--- src/rtl/vx_hamming_pkg.sv ---
// Shared definitions for the SECDED (137,128) code used on the cache data
// arrays: code geometry, error classification and the data<->position map
// that both the encoder and the decoder rely on.
package vx_hamming_pkg;

  localparam int DATA_BITS    = 128;
  localparam int HAMMING_BITS = 8;
  localparam int ENCODED_BITS = DATA_BITS + HAMMING_BITS + 1;
  localparam int ERR_POS_BITS = 8;

  typedef enum logic [1:0] {
    ERR_NONE = 2'd0,
    ERR_SEC  = 2'd1,
    ERR_DED  = 2'd2
  } err_kind_e;

  // Check bits live at power-of-two codeword positions.
  function automatic logic is_pow2(input int unsigned v);
    return (v != 0) && ((v & (v - 1)) == 0);
  endfunction

  // Codeword position of data bit idx. Data fills positions 3, 5, 6, 7, 9, ...
  // skipping every power of two; each power of two at or below the running
  // position pushes the data bit up by one.
  function automatic int unsigned data_pos(input int unsigned idx);
    int unsigned pos;
    pos = idx + 1;
    for (int k = 0; k < HAMMING_BITS; k++) begin
      if ((32'd1 << k) <= pos) pos = pos + 1;
    end
    return pos;
  endfunction

endpackage

--- src/rtl/vx_hamming_if.sv ---
// Read-path bundle between the data array, the decoder and the cache
// pipeline: codeword in with valid/ready, corrected word out with valid/ready.
interface vx_hamming_if
  import vx_hamming_pkg::*;
#(
  parameter int TAG_WIDTH = 8
) ();

  logic                    in_valid;
  logic                    in_ready;
  logic [ENCODED_BITS-1:0] in_code;
  logic [TAG_WIDTH-1:0]    in_tag;

  logic                    out_valid;
  logic                    out_ready;
  logic [DATA_BITS-1:0]    out_data;
  logic [TAG_WIDTH-1:0]    out_tag;
  logic                    out_sec;
  logic                    out_ded;
  logic [ERR_POS_BITS-1:0] out_err_pos;

  // Side that presents codewords and consumes decoded words.
  modport master (
    output in_valid, in_code, in_tag, out_ready,
    input  in_ready, out_valid, out_data, out_tag, out_sec, out_ded, out_err_pos
  );

  // Decoder side.
  modport slave (
    input  in_valid, in_code, in_tag, out_ready,
    output in_ready, out_valid, out_data, out_tag, out_sec, out_ded, out_err_pos
  );

endinterface

--- src/rtl/vx_hamming_syndrome.sv ---
// Combinational syndrome and overall-parity generator for one codeword.
// Syndrome bit p is the XOR of every position whose index has bit p set;
// the overall parity covers all positions including bit 0.
module vx_hamming_syndrome
  import vx_hamming_pkg::*;
(
  input  logic [ENCODED_BITS-1:0] code,
  output logic [HAMMING_BITS-1:0] syn,
  output logic                    par
);

  function automatic logic [ENCODED_BITS-1:0] syn_mask(input int p);
    logic [ENCODED_BITS-1:0] m;
    m = '0;
    for (int j = 1; j < ENCODED_BITS; j++) m[j] = ((j >> p) & 1) != 0;
    return m;
  endfunction

  // One XOR tree per check bit over a constant position mask.
  for (genvar p = 0; p < HAMMING_BITS; p++) begin : g_syn
    localparam logic [ENCODED_BITS-1:0] MASK = syn_mask(p);
    assign syn[p] = ^(code & MASK);
  end

  assign par = ^code;

endmodule

--- src/rtl/vx_hamming_dec.sv ---
// SECDED decode-and-correct stage for the cache read path.
// S1 registers the codeword with its syndrome and overall parity; S2
// classifies, corrects a single flipped position and extracts the data.
// Both stages form an elastic pipeline (1 word/cycle, 2-cycle latency);
// the only combinational path is out_ready -> in_ready.
// Build option: define VX_HAMMING_ERR_CNT_EN to include the saturating
// SEC/DED counters and cnt_clear; otherwise the counts read as zero.
module vx_hamming_dec
  import vx_hamming_pkg::*;
#(
  parameter int TAG_WIDTH   = 8,
  parameter int COUNT_WIDTH = 16
) (
  input  logic                   clk,
  input  logic                   reset_n,
  vx_hamming_if.slave            bus,
  input  logic                   cnt_clear,
  output logic [COUNT_WIDTH-1:0] sec_count,
  output logic [COUNT_WIDTH-1:0] ded_count
);

  logic                    s1_valid;
  logic [ENCODED_BITS-1:0] s1_code;
  logic [TAG_WIDTH-1:0]    s1_tag;
  logic [HAMMING_BITS-1:0] s1_syn;
  logic                    s1_par;

  logic                    s2_valid;
  logic [DATA_BITS-1:0]    s2_data;
  logic [TAG_WIDTH-1:0]    s2_tag;
  logic                    s2_sec;
  logic                    s2_ded;
  logic [ERR_POS_BITS-1:0] s2_err_pos;

  logic                    s1_adv;
  logic                    s2_adv;
  logic [HAMMING_BITS-1:0] in_syn;
  logic                    in_par;

  err_kind_e               kind;
  logic [ENCODED_BITS-1:0] flip;
  logic [ENCODED_BITS-1:0] corr;
  logic [DATA_BITS-1:0]    data_x;
  logic [ERR_POS_BITS-1:0] err_pos;

  assign s2_adv       = !s2_valid || bus.out_ready;
  assign s1_adv       = !s1_valid || s2_adv;
  assign bus.in_ready = s1_adv;

  vx_hamming_syndrome u_syndrome (
    .code (bus.in_code),
    .syn  (in_syn),
    .par  (in_par)
  );

  // S1: capture codeword, tag, syndrome and parity when the stage advances.
  always_ff @(posedge clk or negedge reset_n) begin
    if (!reset_n) begin
      s1_valid <= 1'b0;
      s1_code  <= '0;
      s1_tag   <= '0;
      s1_syn   <= '0;
      s1_par   <= 1'b0;
    end else if (s1_adv) begin
      s1_valid <= bus.in_valid;
      if (bus.in_valid) begin
        s1_code <= bus.in_code;
        s1_tag  <= bus.in_tag;
        s1_syn  <= in_syn;
        s1_par  <= in_par;
      end
    end
  end

  // Classify the S1 word and build the single-position correction mask.
  // A syndrome beyond the last position with odd parity cannot be a single
  // error, so it is reported as uncorrectable and left untouched.
  always_comb begin
    kind    = ERR_NONE;
    flip    = '0;
    err_pos = '0;
    if (s1_par) begin
      if (s1_syn == '0) begin
        kind = ERR_SEC;
      end else if (s1_syn <= 8'(ENCODED_BITS - 1)) begin
        kind         = ERR_SEC;
        flip[s1_syn] = 1'b1;
        err_pos      = s1_syn;
      end else begin
        kind = ERR_DED;
      end
    end else if (s1_syn != '0) begin
      kind = ERR_DED;
    end
  end

  assign corr = s1_code ^ flip;

  for (genvar i = 0; i < DATA_BITS; i++) begin : g_extract
    localparam int unsigned POS = data_pos(i);
    assign data_x[i] = corr[POS];
  end

  // Parity/check positions carry no payload once corrected.
  logic [HAMMING_BITS:0] unused_chk_bits;
  assign unused_chk_bits[0] = corr[0];
  for (genvar p = 0; p < HAMMING_BITS; p++) begin : g_chk
    localparam int CPOS = 1 << p;
    assign unused_chk_bits[p+1] = corr[CPOS];
  end

  // S2: register the corrected word and its status; held while stalled.
  always_ff @(posedge clk or negedge reset_n) begin
    if (!reset_n) begin
      s2_valid   <= 1'b0;
      s2_data    <= '0;
      s2_tag     <= '0;
      s2_sec     <= 1'b0;
      s2_ded     <= 1'b0;
      s2_err_pos <= '0;
    end else if (s2_adv) begin
      s2_valid <= s1_valid;
      if (s1_valid) begin
        s2_data    <= data_x;
        s2_tag     <= s1_tag;
        s2_sec     <= (kind == ERR_SEC);
        s2_ded     <= (kind == ERR_DED);
        s2_err_pos <= err_pos;
      end
    end
  end

  assign bus.out_valid   = s2_valid;
  assign bus.out_data    = s2_data;
  assign bus.out_tag     = s2_tag;
  assign bus.out_sec     = s2_sec;
  assign bus.out_ded     = s2_ded;
  assign bus.out_err_pos = s2_err_pos;

`ifdef VX_HAMMING_ERR_CNT_EN
  logic                   out_fire;
  logic [COUNT_WIDTH-1:0] sec_cnt;
  logic [COUNT_WIDTH-1:0] ded_cnt;

  assign out_fire = s2_valid && bus.out_ready;

  // Count each delivered word once; clear beats a same-cycle increment.
  always_ff @(posedge clk or negedge reset_n) begin
    if (!reset_n) begin
      sec_cnt <= '0;
      ded_cnt <= '0;
    end else if (cnt_clear) begin
      sec_cnt <= '0;
      ded_cnt <= '0;
    end else if (out_fire) begin
      if (s2_sec && (sec_cnt != '1)) sec_cnt <= sec_cnt + COUNT_WIDTH'(1);
      if (s2_ded && (ded_cnt != '1)) ded_cnt <= ded_cnt + COUNT_WIDTH'(1);
    end
  end

  assign sec_count = sec_cnt;
  assign ded_count = ded_cnt;
`else
  logic unused_cnt_clear;
  assign unused_cnt_clear = cnt_clear;
  assign sec_count        = '0;
  assign ded_count        = '0;
`endif

endmodule
--- src/flat_wrapper.sv ---
// flat-port wrapper written by rule: the top's interface ports become plain ports
module vx_hamming_dec_flat import vx_hamming_pkg::*;
#(
  parameter int TAG_WIDTH   = 8,
  parameter int COUNT_WIDTH = 16
)
  (clk, reset_n, cnt_clear, sec_count, ded_count, bus_in_valid, bus_in_code, bus_in_tag, bus_out_ready, bus_in_ready, bus_out_valid, bus_out_data, bus_out_tag, bus_out_sec, bus_out_ded, bus_out_err_pos);
  vx_hamming_if #(.TAG_WIDTH(TAG_WIDTH)) bus_i ();
  input  logic clk;
  input  logic reset_n;
  input  logic cnt_clear;
  output logic [COUNT_WIDTH-1:0] sec_count;
  output logic [COUNT_WIDTH-1:0] ded_count;
  input wire logic [$bits(bus_i.in_valid)-1:0] bus_in_valid;
  input wire logic [$bits(bus_i.in_code)-1:0] bus_in_code;
  input wire logic [$bits(bus_i.in_tag)-1:0] bus_in_tag;
  input wire logic [$bits(bus_i.out_ready)-1:0] bus_out_ready;
  output wire logic [$bits(bus_i.in_ready)-1:0] bus_in_ready;
  output wire logic [$bits(bus_i.out_valid)-1:0] bus_out_valid;
  output wire logic [$bits(bus_i.out_data)-1:0] bus_out_data;
  output wire logic [$bits(bus_i.out_tag)-1:0] bus_out_tag;
  output wire logic [$bits(bus_i.out_sec)-1:0] bus_out_sec;
  output wire logic [$bits(bus_i.out_ded)-1:0] bus_out_ded;
  output wire logic [$bits(bus_i.out_err_pos)-1:0] bus_out_err_pos;
  assign bus_i.in_valid = bus_in_valid;
  assign bus_i.in_code = bus_in_code;
  assign bus_i.in_tag = bus_in_tag;
  assign bus_i.out_ready = bus_out_ready;
  assign bus_in_ready = bus_i.in_ready;
  assign bus_out_valid = bus_i.out_valid;
  assign bus_out_data = bus_i.out_data;
  assign bus_out_tag = bus_i.out_tag;
  assign bus_out_sec = bus_i.out_sec;
  assign bus_out_ded = bus_i.out_ded;
  assign bus_out_err_pos = bus_i.out_err_pos;
  vx_hamming_dec #(.TAG_WIDTH(TAG_WIDTH), .COUNT_WIDTH(COUNT_WIDTH)) u_core (.clk(clk), .reset_n(reset_n), .bus(bus_i), .cnt_clear(cnt_clear), .sec_count(sec_count), .ded_count(ded_count));
endmodule
--- config.mk ---
export PLATFORM = sky130hd
export DESIGN_NAME = vx_hamming_dec_flat
export DESIGN_NICKNAME = d
export VERILOG_FILES = /design/src/rtl/vx_hamming_pkg.sv /design/src/rtl/vx_hamming_if.sv /design/src/rtl/vx_hamming_syndrome.sv /design/src/rtl/vx_hamming_dec.sv /design/src/flat_wrapper.sv
export SDC_FILE = /design/constraint.sdc
export NUM_CORES = 1
export LEC_CHECK = 0
export BUFFER_PORTS_ARGS = -buffer_cell sky130_fd_sc_hd__buf_2
export CAP_MARGIN = 20
export CORE_ASPECT_RATIO = 1.75
export CORE_UTILIZATION = 45
export CTS_BUF_LIST = sky130_fd_sc_hd__clkbuf_8 sky130_fd_sc_hd__clkbuf_16
export CTS_CLUSTER_DIAMETER = 40
export CTS_CLUSTER_SIZE = 25
export DETAILED_ROUTE_END_ITERATION = 8
export PLACE_DENSITY = 0.81
export SETUP_SLACK_MARGIN = 0.5
export SLEW_MARGIN = 20
export SYNTH_ARGS = -nofsm -noshare
export SYNTH_HDL_FRONTEND = slang
export SYNTH_SLANG_ARGS = --single-unit
--- constraint.sdc ---
create_clock -name clk -period 1.9 [get_ports clk]
set_input_delay 0.285 -clock clk [delete_from_list [all_inputs] [get_ports clk]]
set_output_delay 0.285 -clock clk [all_outputs]
set_load 0.005 [all_outputs]
======== Word-level counts from Yosys, hierarchy flattened ========
Cells that the tools add are included.
cells by class
  bitwise operators ....................... 1
  shift operators ......................... 0
  magnitude comparators ................... 3
  equality and inequality tests ........... 2
  $add $sub $neg .......................... 0
  reduce and logical (&&, ||, !) cells .... 18
  multiplexer cells ....................... 12
  multipliers ............................. 0
  div/mod/pow operators ................... 0
operator list
  kind                number
  $reduce_xor 137->1  9
  $mux 137            3
  $xor 137x137->137   1
  $mux 8              3
  $lt 8x9->1 const B  1
  $demux 1 s8         1
  $ge 8x1->1 const B  1
  $le 8x8->1 const B  1
  $logic_not 8->1     1
  $mux 2              4
  $reduce_bool 8->1   1
  $reduce_and 2->1    2
  $eq 2x1->1 const B  1
  $eq 2x2->1 const B  1
  $logic_not 1->1     2
  $logic_or 1x1->1    2
  $logic_and 1x1->1   1
  $mux 1              1
storage, ports and cells
  logic and storage cells ................. 47
  latch bits .............................. 0
  RAM bits ................................ 0
  memories ................................ 0
  bits of input ports ..................... 150
  memory bits (read-only) ................. 0
  bits in registers ....................... 302

======== Depth between registers and ports, before layout ========
  depth after elaboration ................. 8
  depth in mapped cells ................... 8
  gate-level depth less buffers ........... 8

======== By module ========
Synthesis repeated with hierarchy kept, for this count alone.
unflattened totals
  cell total of the unflattened synthesis .. 1408
  area, all modules ....................... 15872.7 um^2
modules (own cells, without submodules)
  module               cells each  area an instance (um^2)  instances  sequential area each (um^2)
  vx_hamming_dec       1151        13421.6                  1          7332.0
  vx_hamming_syndrome  257         2451.1                   1          0.0

======== Worst setup path after synthesis ========
OpenSTA, ideal clock, no wires.
  path kind ............................... input port to flip-flop
  start point ............................. in bus_in_code[127]
  end point ............................... reg u_core.s1_syn[2]
  arrival time ............................ 2034 ps
  path buffers ............................ 0
  library setup time ...................... 125 ps
  data required time ...................... 1775 ps
  path slack .............................. -259 ps
  stages .................................. 8
  cells stage by stage .................... xor2_1 > xnor2_1 > xor2_1 > xnor2_1 > xnor3_1 > xnor3_1 > xnor2_1 > mux2_2
on the way
  longest elaborated chain between the ends .. 1
ends and longest elaborated chain
  what                  RTL line                   RTL
  from (decl)           flat_wrapper.sv:15         input wire logic [$bits(bus_i.in_code)-1:0] bus_in_code;
  $reduce_xor 137->1    vx_hamming_syndrome.sv:22  assign syn[p] = ^(code & MASK);
  to (signal assigned)  vx_hamming_dec.sv:69       s1_syn <= in_syn;
  to (decl)             vx_hamming_dec.sv:25       logic [HAMMING_BITS-1:0] s1_syn;
No other way between the ends.
A chain may end at the register's enable or synchronous reset.

======== Worst setup path in the final report ========
  start point ............................. in bus_in_code[20]
  end point ............................... reg u_core.s1_syn[2]
Same word-level chain as after synthesis.

==> metrics.sh <==
STATUS='finished with violations'
VIOLATIONS='negative setup slack'
TRITONCTS='yes'
GRT_TOTAL_USAGE_PCT=35.6
DETAILEDROUTE.FIRSTITERATIONVIOLATIONS=1363
YS_SEQ_AREA_SHARE_PCT=48.6
CTS_MADE_BUFFERS=29
TIMING.CRITICAL_PATH.FANOUT_MAX=2
SIGNED_AREA_CHANGE_FROM_THE_SYNTHESIZED_NETLIST_TO_THE_FINAL_LAYOUT_PCT=71.6
REMAINING_DRC_ERRORS=0
ROUTED_WL_UM=75200
LAYOUT_WORST_PATH_CYCLE_SHARE_PCT=104
DETAIL-ROUTE-ANTENNA-NETS=0
TIMING.HOLD.WORST.CLASS='primary input to flip-flop'
LAYOUT-DRIVE-GT1-SHARE_PCT=59.0
MIN-DELAY-START='bus_in_code[72]'
GRT_FIRST_PASS_WIRELENGTH_UM=89000
SETUP_VIOLATIONS=9
TIMING.RR.START='u_core.s1_syn[0]$_DFFE_PN0P_'
SYNTHESIS.AREA_PER_INSTANCE_UM2=10.7
SLEW_VIOL_FINAL=0
TIMING_WORST_SETUP_PATH_TYPE='primary input to flip-flop'
INITIAL_UTILIZATION_PCT=45.7
POWERDENSITY_nW_PER_UM2=1230
YOSYS_REGISTER_BITS=293
RSZ_0062_RAISED_AFTER_GLOBAL_ROUTING='yes'
CELLLEAKAGEPOWER_nW=11.9
WORST_ENDPOINT_REQUIRED_TIME_NS=2.37
CLK_LAT_WORST_SKEW_NS=0.60
ROUTABILITYCONGESTION=0.941
FP.DIEAREA_UM2=34300
FINAL.SETUP.WORST_SLACK_NS=-0.0801
SYNTH_TOP_AREA_SHARE_PCT=48.6
SYNTHTOPCELLSBYAREA='sky130_fd_sc_hd__dfrtp_1 (49%), sky130_fd_sc_hd__xnor2_1 (18%), sky130_fd_sc_hd__mux2_2 (10%)'
FIRSTDRTPASSITERS=5
CRIT_PATH_CELL_TRACE='buf_2 -> xnor2_2 -> xnor2_2 -> buf_4 -> xor2_1 -> buf_4 -> xnor3_1 -> xnor3_1 -> xnor2_1 -> mux2_2'
FP.DIEH_UM=244
DIE_X_UM=140
TIMING.CRITICAL_PATH.TO_TYPE='flip-flop'
DESIGN.FINAL.NETS=2241
FINAL.MIN_CLOCK_PERIOD_NS=1.98
CLOCK.FMAX_MHz=505
DRV.MAX_CAP_VIOLATION_COUNT=0
MAX_SLEW_MARGIN_PCT=65.1
RRSETUPSLACK_NS=-0.06
YOSYSTOPAREACELL='sky130_fd_sc_hd__dfrtp_1'
WORST-PATH-STAGES=10
DETAILROUTE.VIA_COUNT=14900
OVERFLOW=0
FIRST_GLOBAL_VIAS=14500
ROWS=88
RATIO_OF_ROUTED_VIAS_TO_STANDARD_CELLS=5.92
CPPEAKSTAGEDELAY_NS=0.42
SYN-INSTANCE-COUNT=1414
GRT_MAX_DEGREE=85
DP.FINAL_HPWL_UM=38600
FAMILY_WITH_THE_MOST_DELAY_ON_THE_WORST_PATH='XOR/XNOR gates'
WORST-PATH-BUF-INV=3
CTS-ROOT-TO-SINK-BUFFERS=3
CLOCK_TREE.HTREE_LEVEL_COUNT=1
CLOCK_SKEW_NS=0.0361
CORE_AREA_UM2=33000
WORST_HOLD_SLACK_NS=0.00237
IR_WORST_VDD_mV=0.840
IO_PORT_BUFS=296
SYNTH_CELL_TYPES=34
PATH_CLK_SLEW_NS=0.09
GRT_ANTENNA_BEFORE_REPAIR=6
ARRIVAL_TIME_REPORTED_FOR_THE_CRITICAL_PATH_ENDPOINT_NS=2.45
DESIGN_POWER_TOTAL_mW=31.8
WORST-R2R-CELL-COUNT=8
FINALHOLDVIOLATIONS=0
CP_SLOWEST_CELL='sky130_fd_sc_hd__xnor3_1'
NUMCLOCKSINKS=293
IO_PINS=330
TIGHTESTPINTRANSITION_NS=0.520
CRITICAL_PATH.REG2REG.ENDPOINT='u_core.bus.out_data[43]$_DFFE_PN0P_'
CTSROOTBUFFERMASTER='sky130_fd_sc_hd__clkbuf_16'
HOLD_END='u_core.s1_code[72]$_DFFE_PN0P_'
NETLIST_AREA_UM2=15100
SYNTH-WARNING-COUNT=0
WORST_HOLD_PATH.NUM_CELLS=2
ROUTE.DETAILED.WL_PER_INST_UM=29.8
CRITICAL_PATH.STARTPOINT_TYPE='primary input'
TIMING.SETUP.TNS_NS=-0.304
==> cells in the mapped netlist <==
cell type / n
sky130_fd_sc_hd__a21o_1: 1
sky130_fd_sc_hd__o21ai_1: 1
sky130_fd_sc_hd__conb_1: 1
sky130_fd_sc_hd__nor4_1: 3
sky130_fd_sc_hd__nor2_1: 95
sky130_fd_sc_hd__nand3b_1: 1
sky130_fd_sc_hd__nor2b_1: 5
sky130_fd_sc_hd__xor2_2: 1
sky130_fd_sc_hd__nand3_1: 11
sky130_fd_sc_hd__nand2b_1: 6
sky130_fd_sc_hd__xnor2_1: 306
sky130_fd_sc_hd__dfrtp_1: 293
sky130_fd_sc_hd__xnor2_2: 7
sky130_fd_sc_hd__a22o_1: 7
sky130_fd_sc_hd__nand4_1: 2
sky130_fd_sc_hd__and2_1: 1
sky130_fd_sc_hd__o211a_1: 1
sky130_fd_sc_hd__clkbuf_1: 57
sky130_fd_sc_hd__nand2_1: 215
sky130_fd_sc_hd__xor3_1: 1
sky130_fd_sc_hd__a311oi_1: 1
sky130_fd_sc_hd__a21oi_1: 1
sky130_fd_sc_hd__xnor3_4: 1
sky130_fd_sc_hd__inv_1: 1
sky130_fd_sc_hd__xor2_1: 67
sky130_fd_sc_hd__o21ai_0: 135
sky130_fd_sc_hd__or3_1: 4
sky130_fd_sc_hd__buf_4: 32
sky130_fd_sc_hd__nor3b_1: 1
sky130_fd_sc_hd__and3_1: 3
sky130_fd_sc_hd__xnor3_1: 4
sky130_fd_sc_hd__mux2_2: 138
sky130_fd_sc_hd__buf_1: 7
sky130_fd_sc_hd__nor3_1: 4
==> metal layers <==
| metal | track usage (%) | routed length [um] | vias to the layer above |
|---|---|---|---|
| met5 | 0 | 14 | - |
| met4 | 33.4 | 8670 | 2 |
| met3 | 5.56 | 6710 | 478 |
| met2 | 61.0 | 35400 | 1225 |
| met1 | 37.0 | 24400 | 7338 |
| li1 | - | - | 5905 |
==> report_power, final <==
| group | internal, mW | switching, mW | total [mW] |
|---|---|---|---|
| sequential | 7.50 | 1.22 | 8.72 |
| clock | 3.17 | 3.21 | 6.38 |
| combinational | 8.43 | 8.30 | 16.7 |
==> final cells by class <==
type | count | area, um^2
Antenna cell | 7 | 17.5
Multi-Input combinational cell | 1064 | 10900
Timing Repair Buffer | 702 | 6060
Clock buffer | 29 | 726
Sequential cell | 293 | 7340
Inverter | 1 | 6.26
Tap cell | 405 | 507
Clock inverter | 24 | 319
Fill cell | 1573 | 7140
==> what timing repair did <==
action                     4_1_cts  5_1_grt
setup endpoints to repair      329      371
gates resized for setup        246      465
setup buffers                   69       67
cloned                          24        5
hold endpoints to repair        68        2
pin swaps                       76      195
hold buffers                    29        2
==> placed cells by master (no fill, tap or decap), types with 7 or more instances in the layout <==
cell                            synthesis  final
sky130_fd_sc_hd__dfrtp_1              293    287
sky130_fd_sc_hd__buf_2                  0    274
sky130_fd_sc_hd__buf_4                 32    222
sky130_fd_sc_hd__nand2_1              215    164
sky130_fd_sc_hd__xnor2_1              306    155
sky130_fd_sc_hd__xnor2_2                7    127
sky130_fd_sc_hd__o21ai_1                1    120
sky130_fd_sc_hd__buf_6                  0     95
sky130_fd_sc_hd__nor2_4                 0     84
sky130_fd_sc_hd__mux2_2               138     71
sky130_fd_sc_hd__mux2_4                 0     67
sky130_fd_sc_hd__xor2_1                67     45
sky130_fd_sc_hd__buf_12                 0     44
sky130_fd_sc_hd__nand2_4                0     38
sky130_fd_sc_hd__conb_1                 1     32
sky130_fd_sc_hd__clkbuf_16              0     32
sky130_fd_sc_hd__xnor2_4                0     31
sky130_fd_sc_hd__dlygate4sd3_1          0     31
sky130_fd_sc_hd__xor2_2                 1     19
sky130_fd_sc_hd__buf_8                  0     18
sky130_fd_sc_hd__buf_16                 0     15
sky130_fd_sc_hd__nand2_8                0     12
sky130_fd_sc_hd__o21ai_0              135     12
sky130_fd_sc_hd__nand3_4                0     11
sky130_fd_sc_hd__clkinv_8               0      9
sky130_fd_sc_hd__diode_2                0      7
sky130_fd_sc_hd__nand2_2                0      7
sky130_fd_sc_hd__a22o_1                 7      7
sky130_fd_sc_hd__nor2_2                 0      7
==> metrics by stage <==
| stage | setup slack, ns | utilization [%] | area, um^2 | std cells |
|---|---|---|---|---|
| global route | -0.222 | 78.4 | 25900 | 2525 |
| global placement | -0.465 | 59.4 | 19600 | 2269 |
| floorplan | -0.0342 | - | 16500 | 1445 |
| finish | -0.0801 | 78.4 | 25900 | 2525 |
| CTS | 0.126 | 69.8 | 23100 | 2444 |
| detailed placement | -0.522 | 59.4 | 19600 | 2269 |
==> cell families after synthesis <==
group | Yosys count | share of synthesized area (%)
XOR/XNOR | 387 | 23.4
buffers and inverters | 97 | 3.21
AO/OA/AOI/OAI | 147 | 5.12
other | 1 | 0.0249
flip-flops | 293 | 48.6
AND/OR/NAND/NOR | 351 | 9.30
multiplexers | 138 | 10.3
==> worst max-delay path by stage <==
| stage | startpoint | end | slack [ns] |
|---|---|---|---|
| 6_report | bus_in_code[20] | u_core.s1_syn[2]$_DFFE_PN0P_ | -0.08 |
| 3_5_place_dp | bus_in_code[23] | u_core.s1_syn[2]$_DFFE_PN0P_ | -0.52 |
| 3_3_place_gp | bus_in_code[55] | u_core.s1_syn[2]$_DFFE_PN0P_ | -0.47 |
| 4_1_cts | bus_in_code[21] | u_core.s1_syn[2]$_DFFE_PN0P_ | 0.13 |
| 5_1_grt | u_core.s1_syn[4]$_DFFE_PN0P_ | u_core.bus.out_data[31]$_DFFE_PN0P_ | -0.22 |
| 2_1_floorplan | bus_in_code[55] | u_core.s1_syn[2]$_DFFE_PN0P_ | -0.03 |
==> state kept, by name (all words and copies together), names as in the netlist <==
name	cells
u_core.bus.out_data	128
u_core.s1_code	128
u_core.bus.out_err_pos	8
u_core.bus.out_tag	8
u_core.s1_syn	8
u_core.s1_tag	8
u_core.bus.out_ded	1
u_core.bus.out_sec	1
u_core.bus.out_valid	1
u_core.s1_par	1
u_core.s1_valid	1
Note: power is estimated with default switching activity, not from simulation.
